===== config.mk =====
export PLATFORM = sky130hd
export DESIGN_NAME = wr_burst_ctrl
export DESIGN_NICKNAME = d
export VERILOG_FILES = /design/src/rtl/ddr2_wr_pkg.sv /design/src/rtl/wr_skid_buf.sv /design/src/rtl/wr_burst_ctrl.sv
export SDC_FILE = /design/constraint.sdc
export NUM_CORES = 1
export LEC_CHECK = 0
export ABC_CLOCK_PERIOD_IN_PS = 10300
export CORE_UTILIZATION = 40
export DETAILED_ROUTE_END_ITERATION = 8
export PLACE_DENSITY_LB_ADDON = 0.1
export SETUP_SLACK_MARGIN = 0.15
export SLEW_MARGIN = 20
export SYNTH_ARGS = -nofsm -noshare
export SYNTH_HDL_FRONTEND = slang
export SYNTH_SLANG_ARGS = --single-unit

===== constraint.sdc =====
create_clock -name rd_clk -period 10.3 [get_ports rd_clk]
set_input_delay 2.06 -clock rd_clk [delete_from_list [all_inputs] [get_ports rd_clk]]
set_output_delay 2.06 -clock rd_clk [all_outputs]
set_load 0.01 [all_outputs]

===== src/rtl/ddr2_wr_pkg.sv =====
// ============================================================================
// Package     : ddr2_wr_pkg
// Description : Shared definitions for the DDR2 write-path burst sequencer:
//               FSM state encoding and the burst-counter width helper.
// Revision    : 1.0 - initial release
// ============================================================================
`default_nettype none

package ddr2_wr_pkg;

  typedef enum logic [2:0] {
    ST_IDLE = 3'd0,
    ST_REQ  = 3'd1,
    ST_DATA = 3'd2,
    ST_DONE = 3'd3,
    ST_HOLD = 3'd4
  } wr_state_e;

  // Width able to hold the values 0..burst inclusive.
  function automatic int BURST_CNT_W(input int burst);
    return $clog2(burst + 1);
  endfunction

endpackage

`default_nettype wire


===== src/rtl/wr_skid_buf.sv =====
// ============================================================================
// Module      : wr_skid_buf
// Description : One-entry skid that absorbs the FIFO's one-cycle read
//               latency. A word that arrives while the sink is stalled is
//               parked here and presented first on the next transfer.
// Ports       : clk_i, rst_i        clock, async active-high reset
//               in_data_i, in_vd_i  word arriving from the FIFO
//               out_rdy_i           sink can accept data
//               out_data_o          presented word (0 when nothing valid)
//               out_vd_o            presented word is valid
//               full_o              skid holds a word
// Revision    : 1.0 - initial release
// ============================================================================
`default_nettype none

module wr_skid_buf #(
  parameter int DATA_WIDTH = 64
) (
  input  logic                  clk_i,
  input  logic                  rst_i,
  input  logic [DATA_WIDTH-1:0] in_data_i,
  input  logic                  in_vd_i,
  input  logic                  out_rdy_i,
  output logic [DATA_WIDTH-1:0] out_data_o,
  output logic                  out_vd_o,
  output logic                  full_o
);

  logic                  full_q, full_d;
  logic [DATA_WIDTH-1:0] data_q, data_d;

  always_comb begin
    full_d = full_q;
    data_d = data_q;
    if (full_q) begin
      if (out_rdy_i) full_d = 1'b0;
    end else if (in_vd_i && !out_rdy_i) begin
      // The reader only issues a read while the skid is empty, so an
      // arriving word never collides with a parked one.
      full_d = 1'b1;
      data_d = in_data_i;
    end
  end

  always_ff @(posedge clk_i or posedge rst_i) begin
    if (rst_i) begin
      full_q <= 1'b0;
      data_q <= '0;
    end else begin
      full_q <= full_d;
      data_q <= data_d;
    end
  end

  assign out_vd_o   = full_q | in_vd_i;
  assign out_data_o = full_q ? data_q : (in_vd_i ? in_data_i : '0);
  assign full_o     = full_q;

endmodule

`default_nettype wire


===== src/rtl/wr_burst_ctrl.sv =====
// ============================================================================
// Module      : wr_burst_ctrl
// Description : Write-path burst sequencer. Waits until a full burst is
//               buffered in wr_fifo, requests a write command, then moves
//               WRITE_BURST words from the FIFO to the controller with
//               ready/valid backpressure. The address advances per burst and
//               wraps to base_addr at addr_limit.
// Ports       : rd_clk, reset            clock, async active-high reset
//               enable                   allow new bursts
//               base_addr, addr_limit    address region [base, limit)
//               rd_data_count            FIFO fill level
//               fifo_data, fifo_vd       FIFO read data / valid
//               rd_fifo                  FIFO read enable
//               wr_req, wr_addr, wr_ack  command handshake
//               wr_data, wr_data_vd,
//               wr_data_rdy              data handshake
//               burst_done, busy         status
//               burst_cnt                completed-burst count
// Config      : WR_BURST_CNT_EN - when defined, burst_cnt counts completed
//               bursts (wrapping 16-bit); otherwise it is tied to zero.
// Revision    : 1.0 - initial release
// ============================================================================
`default_nettype none

module wr_burst_ctrl
  import ddr2_wr_pkg::*;
#(
  parameter int DATA_WIDTH  = 64,
  parameter int WRITE_BURST = 8,
  parameter int ADDR_WIDTH  = 27
) (
  input  logic                  rd_clk,
  input  logic                  reset,
  input  logic                  enable,
  input  logic [ADDR_WIDTH-1:0] base_addr,
  input  logic [ADDR_WIDTH-1:0] addr_limit,
  input  logic [9:0]            rd_data_count,
  input  logic [DATA_WIDTH-1:0] fifo_data,
  input  logic                  fifo_vd,
  output logic                  rd_fifo,
  output logic                  wr_req,
  output logic [ADDR_WIDTH-1:0] wr_addr,
  input  logic                  wr_ack,
  output logic [DATA_WIDTH-1:0] wr_data,
  output logic                  wr_data_vd,
  input  logic                  wr_data_rdy,
  output logic                  burst_done,
  output logic                  busy,
  output logic [15:0]           burst_cnt
);

  localparam int               CNT_W   = BURST_CNT_W(WRITE_BURST);
  localparam logic [CNT_W-1:0] BURST_N = CNT_W'(WRITE_BURST);

  wr_state_e             state_q, state_d;
  logic [CNT_W-1:0]      issued_q, issued_d;
  logic [CNT_W-1:0]      sent_q, sent_d;
  logic [ADDR_WIDTH-1:0] addr_q, addr_d;
  logic                  idle_seen_q;
  logic                  load_base;
  logic                  start;
  logic                  xfer;
  logic                  skid_full;
  logic                  skid_in_vd;
  logic [ADDR_WIDTH:0]   addr_next;

  // base_addr is only followed once IDLE has lasted a second cycle (or
  // straight out of reset), so back-to-back bursts keep the advanced address.
  assign load_base  = (state_q == ST_IDLE) && idle_seen_q;
  assign start      = enable && (rd_data_count >= 10'(WRITE_BURST));
  // One extra bit so the limit comparison sees the carry.
  assign addr_next  = {1'b0, addr_q} + (ADDR_WIDTH + 1)'(WRITE_BURST);
  // Words still in flight when the FSM left DATA (e.g. across reset) are
  // ignored.
  assign skid_in_vd = fifo_vd && (state_q == ST_DATA);
  assign xfer       = wr_data_vd && wr_data_rdy;

  wr_skid_buf #(
    .DATA_WIDTH (DATA_WIDTH)
  ) u_skid (
    .clk_i      (rd_clk),
    .rst_i      (reset),
    .in_data_i  (fifo_data),
    .in_vd_i    (skid_in_vd),
    .out_rdy_i  (wr_data_rdy),
    .out_data_o (wr_data),
    .out_vd_o   (wr_data_vd),
    .full_o     (skid_full)
  );

  always_comb begin
    state_d  = state_q;
    issued_d = issued_q;
    sent_d   = sent_q;
    addr_d   = addr_q;
    rd_fifo  = 1'b0;
    case (state_q)
      ST_IDLE: begin
        issued_d = '0;
        sent_d   = '0;
        if (load_base) addr_d = base_addr;
        if (start)     state_d = ST_REQ;
      end
      ST_REQ: begin
        if (wr_ack) state_d = ST_DATA;
      end
      ST_DATA: begin
        rd_fifo = wr_data_rdy && !skid_full && (issued_q < BURST_N);
        if (rd_fifo) issued_d = issued_q + 1'b1;
        if (xfer) begin
          sent_d = sent_q + 1'b1;
          if (sent_d == BURST_N) state_d = ST_DONE;
        end
      end
      ST_DONE: begin
        addr_d  = (addr_next >= {1'b0, addr_limit}) ? base_addr
                                                    : addr_next[ADDR_WIDTH-1:0];
        state_d = ST_HOLD;
      end
      ST_HOLD: begin
        // Gives rd_data_count a cycle to reflect the drained burst.
        state_d = ST_IDLE;
      end
      default: state_d = ST_IDLE;
    endcase
  end

  always_ff @(posedge rd_clk or posedge reset) begin
    if (reset) begin
      state_q     <= ST_IDLE;
      issued_q    <= '0;
      sent_q      <= '0;
      addr_q      <= '0;
      idle_seen_q <= 1'b1;
    end else begin
      state_q     <= state_d;
      issued_q    <= issued_d;
      sent_q      <= sent_d;
      addr_q      <= addr_d;
      idle_seen_q <= (state_q == ST_IDLE);
    end
  end

  assign wr_req     = (state_q == ST_REQ);
  assign burst_done = (state_q == ST_DONE);
  assign busy       = (state_q != ST_IDLE);
  assign wr_addr    = load_base ? base_addr : addr_q;

`ifdef WR_BURST_CNT_EN
  logic [15:0] burst_cnt_q;

  always_ff @(posedge rd_clk or posedge reset) begin
    if (reset) begin
      burst_cnt_q <= '0;
    end else if (state_q == ST_DONE) begin
      burst_cnt_q <= burst_cnt_q + 16'd1;
    end
  end

  assign burst_cnt = burst_cnt_q;
`else
  assign burst_cnt = '0;
`endif

endmodule

`default_nettype wire


==> flow_summary_export.csv <==
group,metric,value,unit
worst_setup_path,crit_path_end_kind,"output port",
clocking,cts_tree,"built",
detailed_routing,viasPerCell,5.111,
worst_setup_path,critical_path_buf_inv_count,3,
grt,antenna_found_initial,0,
worst_setup_path,cpMostUsedCell,"clkdlybuf4s50_1",
status,outcome,"complete, no violations",
timing,drv_slew,0,
worst_setup_path,path_delay_family,"buffers and inverters",
grt,grt_max_degree,68,
timing,min_period,6187,ps
floorplan,core-area,16000,um^2
clocking,hold_buffers,0,
grt,grt_pass1_vias,5440,
detailed_routing,dr.pass1.iters,4,
power_and_ir_drop,power.density,246.4,nW/um^2
worst_setup_path,crit_chain,"clkdlybuf4s50_1, nor3b_2, buf_4, a22o_1, clkdlybuf4s50_1",
worst_setup_path,required,8240,ps
clocking,cts.htree.levels,3,
worst_setup_path,crit_path_top_delay_cell,"clkdlybuf4s50_1",
worst_setup_path,max_stage_delay,590,ps
power_and_ir_drop,power,2.280,mW
detailed_routing,drc,0,
synth,async_flop_share,1.000,
floorplan,initial_utilization,0.4136,
clocking,cts_made_buffers,9,
synth,yosys.area.top_type,"dfrtp_1",
synth,synthTopCellsByArea,"dfrtp_1 39%, mux2_2 15%, a22o_1 8.6%, ha_1 5.7%, o221ai_2 4.5%",
clocking,cts.path.max_buffers,2,
placed_design,dp_slack,4134,ps
floorplan,dieHeight,130.6,um
floorplan,floorplan.die_area,17060,um^2
synth,synth_area_per_cell,10.50,um^2
detailed_routing,via_count,5392,
detailed_routing,postRouteAntennaNets,0,
worst_hold_path,hp-class,"reg2reg",
timing,hold_ws,509.2,ps
finish,fin_nets,998,
clocking,cts.clk_slew.worst_paths,70,ps
timing,rsz0062_at_grt,"false",
power_and_ir_drop,leakage,4.137,nW
placed_design,dp_hpwl,12450,um
synth,yosys_warnings,0,
timing,timing.final.crit_share,0.6007,
synth,post-synth-top-area-fraction,0.3895,
timing,fin_setup_tns,0,ps
detailed_routing,drt-wirelength-per-cell,16.20,um
clocking,cts_sinks,104,
finish,postLayoutCellArea,9255,um^2
timing,worstMarginPinSlew,883.0,ps
finish,diodes,0,
grt,grt_overflow_total,0,
synth,syn_area,6618,um^2
worst_setup_path,path_class,"in2out",
power_and_ir_drop,peakVddDrop,0.0001571,V
grt,grt_usage,0.2019,
clocking,clock_latency,350,ps
synth,synth_edf_count,0,
clocking,postCtsSetupBuffers,0,
worst_setup_path,critPathMaxFanout,65,
finish,areaGrowthSynthToFinish,39.86,%
clocking,cts_root_buffer,"clkbuf_16",
placed_design,placed_area,8922,um^2
placed_design,port_buffers,226,
timing,hold_violations,0,
clocking,post_cts_resized,0,
worst_setup_path,critPathLaunchType,"primary input",
finish,drive_above_1_share,0.1740,
placed_design,gp_congestion,0.8281,
floorplan,std_cell_rows,46,
floorplan,pin_count,246,
synth,ys_seq_elements,104,
synth,synth_ff_type,"dfrtp_1",
timing,finalSetupViolCount,0,
synth,ys_types,56,
grt,grt_pass1_wl,26740,um
floorplan,dieWidth,130.6,um
timing,slew_headroom,0.4031,
worst_setup_path,cp_data_arrival_time,4130,ps
synth,synth.yosys.seq_area_share,0.3935,
timing,clock_skew,11.11,ps
synth,synthCells,630,
flow_run,drv_cap,0,
detailed_routing,wl,17090,um
timing,timing.final.ws_setup,4113,ps
detailed_routing,drt_iter0_markers,223,
timing,max_freq,161.6,MHz
-- cells in the mapped netlist, drive strengths merged, types with 2 or more instances --
cell type    number
nor4              3
or3               5
nor3              5
buf              26
o221ai           22
a21o              7
a211o             3
inv              78
ha               30
nand2            48
nor3b             3
xnor2            14
dfrtp           103
nor2             21
o21ai             9
and3              3
a21oi            13
nor2b             2
dlygate4sd1       2
nand2b            5
xor2             10
nand3            13
nand4             7
a22o             65
clkbuf           25
mux2             92
-- metal layers --
layer	global-route usage	vias to the layer above	share of wire
li1	-	2609	-
met1	0.2576	2613	0.44
met2	0.3374	152	0.49
met3	0.04397	18	0.056
met4	0.07099	0	0.019
met5	0	-	0
-- power by group --
| part | leakage (nW) | total [mW] | switching (mW) | internal, mW |
|---|---|---|---|---|
| combinational | 2.70 | 1.17 | 0.516 | 0.656 |
| sequential | 1.29 | 0.753 | 0.158 | 0.595 |
| clock | 0.146 | 0.356 | 0.163 | 0.192 |
-- kinds of logic after synthesis --
| group | Yosys count | synth area share |
|---|---|---|
| AO/OA/AOI/OAI | 126 | 0.1741 |
| XOR/XNOR | 24 | 0.03176 |
| adder cells (fa/ha/maj) | 30 | 0.05672 |
| buffers and inverters | 131 | 0.09378 |
| flip-flops | 104 | 0.3935 |
| multiplexers | 93 | 0.1598 |
| other | 1 | 0.0005667 |
| AND/OR/NAND/NOR | 121 | 0.08981 |
-- sequential cells by signal, indices dropped and copies added (netlist names) --
| name | count |
|---|---|
| state_q | 3 |
| idle_seen_q | 1 |
| issued_q | 4 |
| sent_q | 4 |
| u_skid.full_o | 1 |
| u_skid.data_q | 64 |
| addr_q | 27 |
-- final cells by class --
| type | count | area, um^2 |
|---|---|---|
| inverter | 78 | 295.3 |
| clock buffer | 10 | 229.0 |
| fill | 1400 | 6745 |
| timing repair buffer | 231 | 2320 |
| multi-input combinational | 410 | 3457 |
| sequential | 104 | 2608 |
| clock inverter | 6 | 76.32 |
| tap | 216 | 270.3 |
-- worst reg2reg max path, stage by stage (launching register included) --
cell     delay [ps]
dfrtp_1         430
ha_1            250
nand2_1          80
or3_4           380
or3_1           470
nor3_1          210
xnor2_1         170
inv_1            70
ha_1            290
nand3_1         140
nor2_1           70
a221o_1         300
a211o_1         260
or3_1           490
a21oi_4         460
buf_16          240
mux2_4          320
-- per-stage QoR --
step,cells,utilization
after detailed placement,1038,0.5576
final,1055,0.5784
after CTS,1054,0.5767
after floorplan,645,-
after global routing,1055,0.5784
after global placement,1038,0.5575
-- path summary, 6_finish.rpt --
check                             startpoint           endpoint  slack, ps  cells after the start
max                                  fifo_vd         wr_data[5]       4110                      5
max reg2reg                        addr_q[3]          addr_q[2]       5550                     16
min reg2reg                u_skid.data_q[14]  u_skid.data_q[14]        510                      1
max in group asynchronous              reset   u_skid.data_q[5]       6950                      3
min in group asynchronous              reset      u_skid.full_o       2110                      2
min                        u_skid.data_q[14]  u_skid.data_q[14]        510                      1
-- layout by cell type (no fill, tap or decap), types with 2 or more instances in the layout --
master,instances
o21ai_0,8
nand4_1,7
conb_1,16
dfrtp_1,102
ha_1,30
clkbuf_16,9
xor2_1,10
o221ai_2,20
inv_1,77
a22o_1,65
xnor2_1,14
inv_6,2
clkdlybuf4s50_1,226
o221ai_1,2
nand3_1,13
or3_1,4
a21oi_1,11
a21o_1,5
buf_4,4
mux2_4,3
mux2_2,89
nor3_1,5
nand2b_1,3
nor4_1,3
a21o_2,2
a211o_1,3
nor3b_1,2
nor2b_1,2
nand2_1,47
and3_1,3
nor2_1,20
(Power assumes the default switching activity.)
==> edit 1: new RTL, same settings <==
The 5 states of `wr_state_e` get a one-hot encoding in 5 bits.
--- a/src/rtl/ddr2_wr_pkg.sv
+++ b/src/rtl/ddr2_wr_pkg.sv
@@ -9,10 +9,10 @@
 package ddr2_wr_pkg;
 
-  typedef enum logic [2:0] {
-    ST_IDLE = 3'd0,
-    ST_REQ  = 3'd1,
-    ST_DATA = 3'd2,
-    ST_DONE = 3'd3,
-    ST_HOLD = 3'd4
+  typedef enum logic [4:0] {
+    ST_IDLE = 5'b00001,
+    ST_REQ  = 5'b00010,
+    ST_DATA = 5'b00100,
+    ST_DONE = 5'b01000,
+    ST_HOLD = 5'b10000
   } wr_state_e;
 
Function: no difference found for any inputs over 10 cycles, from zero or initial values and one cycle with reset high; not proved beyond that.
==> edit 1 against the unedited design <==
Synthesized cell count grew 6.7%. Setup slack lost 0.034 ns. Sequential power shrank 10%. Die area shrank 1.7%. Final cell count grew 4.2%. Power shrank 15%. Area after synthesis shrank 1.7%. Global-route usage grew 1.5 points. Sequential cell count grew 2. Wire length grew 4.2%. Clock power shrank 1%. Clock skew shrank 0.0056 ns. Final area shrank 1.0%. Critical path type unchanged. Largest cell class unchanged. Highest routed layer unchanged.
==> edit 1: results (changes against the unedited design) <==
- Slew headroom: 34.7% (-5.6 points)
- Vias per cell: 5.21 (+1.9%)
- Post-synth top cells: dfrtp_1 (104), nand2_1 (88), mux2_2 (66), a22o_1 (64), inv_1 (54)
- Syn avg cell area: 9.68 um^2 (-7.8%)
- Number of distinct library cells after synthesis: 54 (-3.6%)
- CP Max Fanout: 64 (-1.5%)
- First-pass GRT wire length: 28,400 um (+6.3%)
- Nets@finish: 1,042 (+4.4%)
- Status: finished clean
- Max IR drop VDD: 0.139 mV (-11%)
- Asr flop ratio synth: 100% (unchanged)
- Placed cell count: 1,083 (+4.3%)
- Post-CTS Setup Inserts: 0 (unchanged)
- Routed Wire Length: 17,800 um (+4.2%)
- Hold Startpoint: addr_q[0]
- First-pass iteration count of the detailed router: 6 (+2)
- Vias: 5,721 (+6.1%)
- Clock root buffer master: clkbuf_16
- Crit Path Class: in2out
- Filler cell count: 1,414 (+1.0%)
- Sequential element share of the synthesized area: 40.8% (+1.5 points)
- Leak: 4.13 nW (about the same)
- Largest registers: u_skid.data_q: 64 flops, addr_q: 27 flops, state_q: 5 flops
- HP Class: reg2reg
- R2R Path Start: addr_q[11]
- Clock skew: 0.00546 ns (-0.00565 ns)
- CP arrival: 4.16 ns (+0.03 ns)
- Iter 0 DRT Violations: 256 (+15%)
- Top cells by area, synth: dfrtp_1 (40%), mux2_2 (11%), a22o_1 (8.6%)
- RePlAce Congestion: 0.898 (+8.4%)
- Pin count of the biggest net entering global routing: 73 (+7.4%)
- Post-DP HPWL: 13,200 um (+6.0%)
- Layout cells sized above 1: 11.3% (-6.1 points)
- Overall Global Routing Usage: 21.7% (+1.5 points)
## edit 1: worst paths after layout
path | to | slack [ns] | depth (start not counted)
min reg2reg | addr_q[0] | 0.51 | 1
min | addr_q[0] | 0.51 | 1
min in group asynchronous | issued_q[0] | 2.07 | 2
max | wr_data[35] | 4.08 | 6
max reg2reg | addr_q[2] | 5.54 | 14
max in group asynchronous | u_skid.data_q[29] | 6.94 | 3
## edit 1: layout make-up
class,count,area share [%]
clock inverters,3,0.519
well taps,216,2.95
repair buffers,231,25.1
clock buffers,13,2.73
inverters,55,2.34
flip-flops and latches,106,29.0
multi-input cells,475,37.3
## edit 1: worst max-delay path, cell delays in order
cell and delay (ns):
clkdlybuf4s50_1 0.49, nand2_1 0.14, nor2_4 0.10, buf_4 0.53
a22o_1 0.22, clkdlybuf4s50_1 0.57
## edit 1: per-layer routing
metal	global-route usage, %	wire, um	vias up
met2	37.9	9050	174
met4	6.91	208	0
met1	26.6	7470	2749
met5	0	0	-
li1	-	-	2785
met3	4.75	1070	13
## edit 1: cells by family after synthesis
logic type,Yosys count,share of synthesized area [%]
buf+inv,106,7.69
fa+ha+maj,30,5.77
flops,106,40.8
compound gates,156,17.9
simple gates,185,13.3
other cells,1,0.0576
xor+xnor,20,2.69
mux,68,11.7
## edit 1: report_power, final
group          total [mW]  switching [mW]  leakage (nW)  internal, mW
Clock               0.351           0.153         0.144         0.197
Sequential          0.675           0.119          1.38         0.556
Combinational       0.902           0.443          2.61         0.459
Total                1.93           0.716          4.13          1.21
## edit 1: per-stage QoR
step	util, %	cell area (um^2)	setup WS (ns)
floorplan	-	6560	5.26
global placement	55.8	8860	4.10
detailed placement	55.8	8860	4.08
CTS	57.7	9160	4.07
global route	57.7	9160	3.93
finish	57.7	9160	4.08
==> edit 2: new RTL, config.mk and constraints unchanged <==
Without the edit above. Set the parameter `ADDR_WIDTH` to 54 (it was 27).
--- a/src/rtl/wr_burst_ctrl.sv
+++ b/src/rtl/wr_burst_ctrl.sv
@@ -28,5 +28,5 @@
   parameter int DATA_WIDTH  = 64,
   parameter int WRITE_BURST = 8,
-  parameter int ADDR_WIDTH  = 27
+  parameter int ADDR_WIDTH  = 54
 ) (
   input  logic                  rd_clk,
Interface: changed (resized addr_limit, base_addr and wr_addr); port bits go from 246 to 327. No check against the original RTL was run, so the function may have changed too.
==> edit 2 against the unedited design <==
Wire length grew 93%. Largest cell class unchanged. Critical path type unchanged. Sequential cell count grew 27. Power grew 56%. Area after synthesis grew 47%. Setup slack lost 0.16 ns. First-iteration DRC count grew to 2.8 times the old value. Non-clock buffer count grew 89. Final cell count grew 64%. Final area grew 46%.
==> edit 2: results (changes against the unedited design) <==
- Status: finished clean
- Vias in the first global route: 9,064 (+67%)
- Slowest CP cell: nor4_1
- RePlAce Congestion: 0.831 (+0.31%)
- CP Capture Point: rd_fifo
- Synth Area in Compound Gates: 20.7% (+3.3 points)
- Post-synth top cells: nand2_1 (210), dfrtp_1 (130), a22o_1 (81), inv_1 (71), mux2_2 (64)
- Internal power: 2.03 mW (+41%)
- Pin count of the biggest net entering global routing: 67 (-1.5%)
- Reg2Reg Setup Slack: 4.47 ns (-1.08 ns)
- Syn avg cell area: 8.59 um^2 (-18%)
- Leak: 5.92 nW (+43%)
- CP Max Fanout: 6 (-91%)
- Filler cell count: 2,174 (+55%)
- R2R Path Start: addr_q[14]
- Layout cells sized above 1: 9.19% (-8.2 points)
- Met2 Resource Use GR: 42.3% (+8.6 points)
- Mux contribution to synthesized area: 7.50% (-8.5 points)
- Placed cell count: 1,690 (+63%)
- Largest registers: u_skid.data_q: 64 flops, addr_q: 54 flops
- Full die area: 25,000 um^2 (+46%)
- Vias: 9,646 (+79%)
- WHS Endpoint: u_skid.data_q[31]
- Hold Startpoint: u_skid.data_q[31]
- Fmax: 158 MHz (-2.5%)
- Met3 usage in global routing: 6.00% (+1.6 points)
- First-pass GRT wire length: 50,000 um (+87%)
- Hold slack: 0.508 ns (-0.000898 ns)
- First-pass iteration count of the detailed router: 5 (+1)
- CP arrival: 4.28 ns (+0.15 ns)
- Critical path startpoint: wr_data_rdy
- Adder-cell share of the synthesized area: 7.32% (+1.6 points)
- Met3 wire length: 2580 um (+170%)
- CTS Buf Count: 17 (+8)
- Top cells by area, synth: dfrtp_1 (33%), nand2_1 (8.1%), mux2_2 (7.4%)
- Number of distinct library cells after synthesis: 60 (+7.1%)
- Avg WL per Cell: 19.1 um (+18%)
- Max IR drop VDD: 0.130 mV (-17%)
- Overall Global Routing Usage: 26.0% (+5.8 points)
- Place WS: 3.99 ns (-0.144 ns)
- Asr flop ratio synth: 100% (unchanged)
- Reg2Reg Depth: 13 (-3)
- Iter 0 DRT Violations: 635 (+180%)
- Vias per cell: 5.59 (+9.4%)
- Post-DP HPWL: 23,100 um (+86%)
- Port Buffers: 307 (+36%)
- Slowest cell delay on critical path: 0.76 ns (+0.17 ns)
- Sequential element share of the synthesized area: 33.7% (-5.7 points)
- Worst slew pin tran: 0.986 ns (+0.103 ns)
- Placed Area: 13,000 um^2 (+45%)
- Area Overhead vs Synth: 39.1%
- CTS H-tree depth: 4 (+1)
- Met1 Routed Length: 14,300 um (+93%)
- Nets@finish: 1,636 (+64%)
==> edit 2: changes by cell type after synthesis, moves of 17 or more <==
cell and delta:
nand2_1 +163, nor3_1 +56, a21oi_1 +47, a22oi_1 +32
o31ai_1 +32, dfrtp_1 +27, ha_1 +27, mux2_2 -25
clkbuf_1 +24, o221ai_2 -20, buf_2 +17
==> edit 2: power by group through the flow <==
stage	Clock, mW	Sequential (mW)	Combinational, mW
after floorplan	0	0.895	1.25
after global placement	0	0.946	1.97
after detailed placement	0	0.957	2.00
after CTS	0.606	0.949	2.01
after global routing	0.630	0.986	2.21
final	0.598	0.954	2.02
==> edit 2: layout make-up <==
| cell class | instances | area share (%) |
|---|---|---|
| multi-input combinational | 849 | 43.1 |
| sequential | 131 | 24.2 |
| timing repair buffer | 320 | 23.5 |
| clock buffer | 18 | 3.24 |
| tap | 319 | 2.94 |
| inverter | 72 | 2.03 |
| clock inverter | 14 | 0.969 |
| antenna | 2 | 0.0369 |
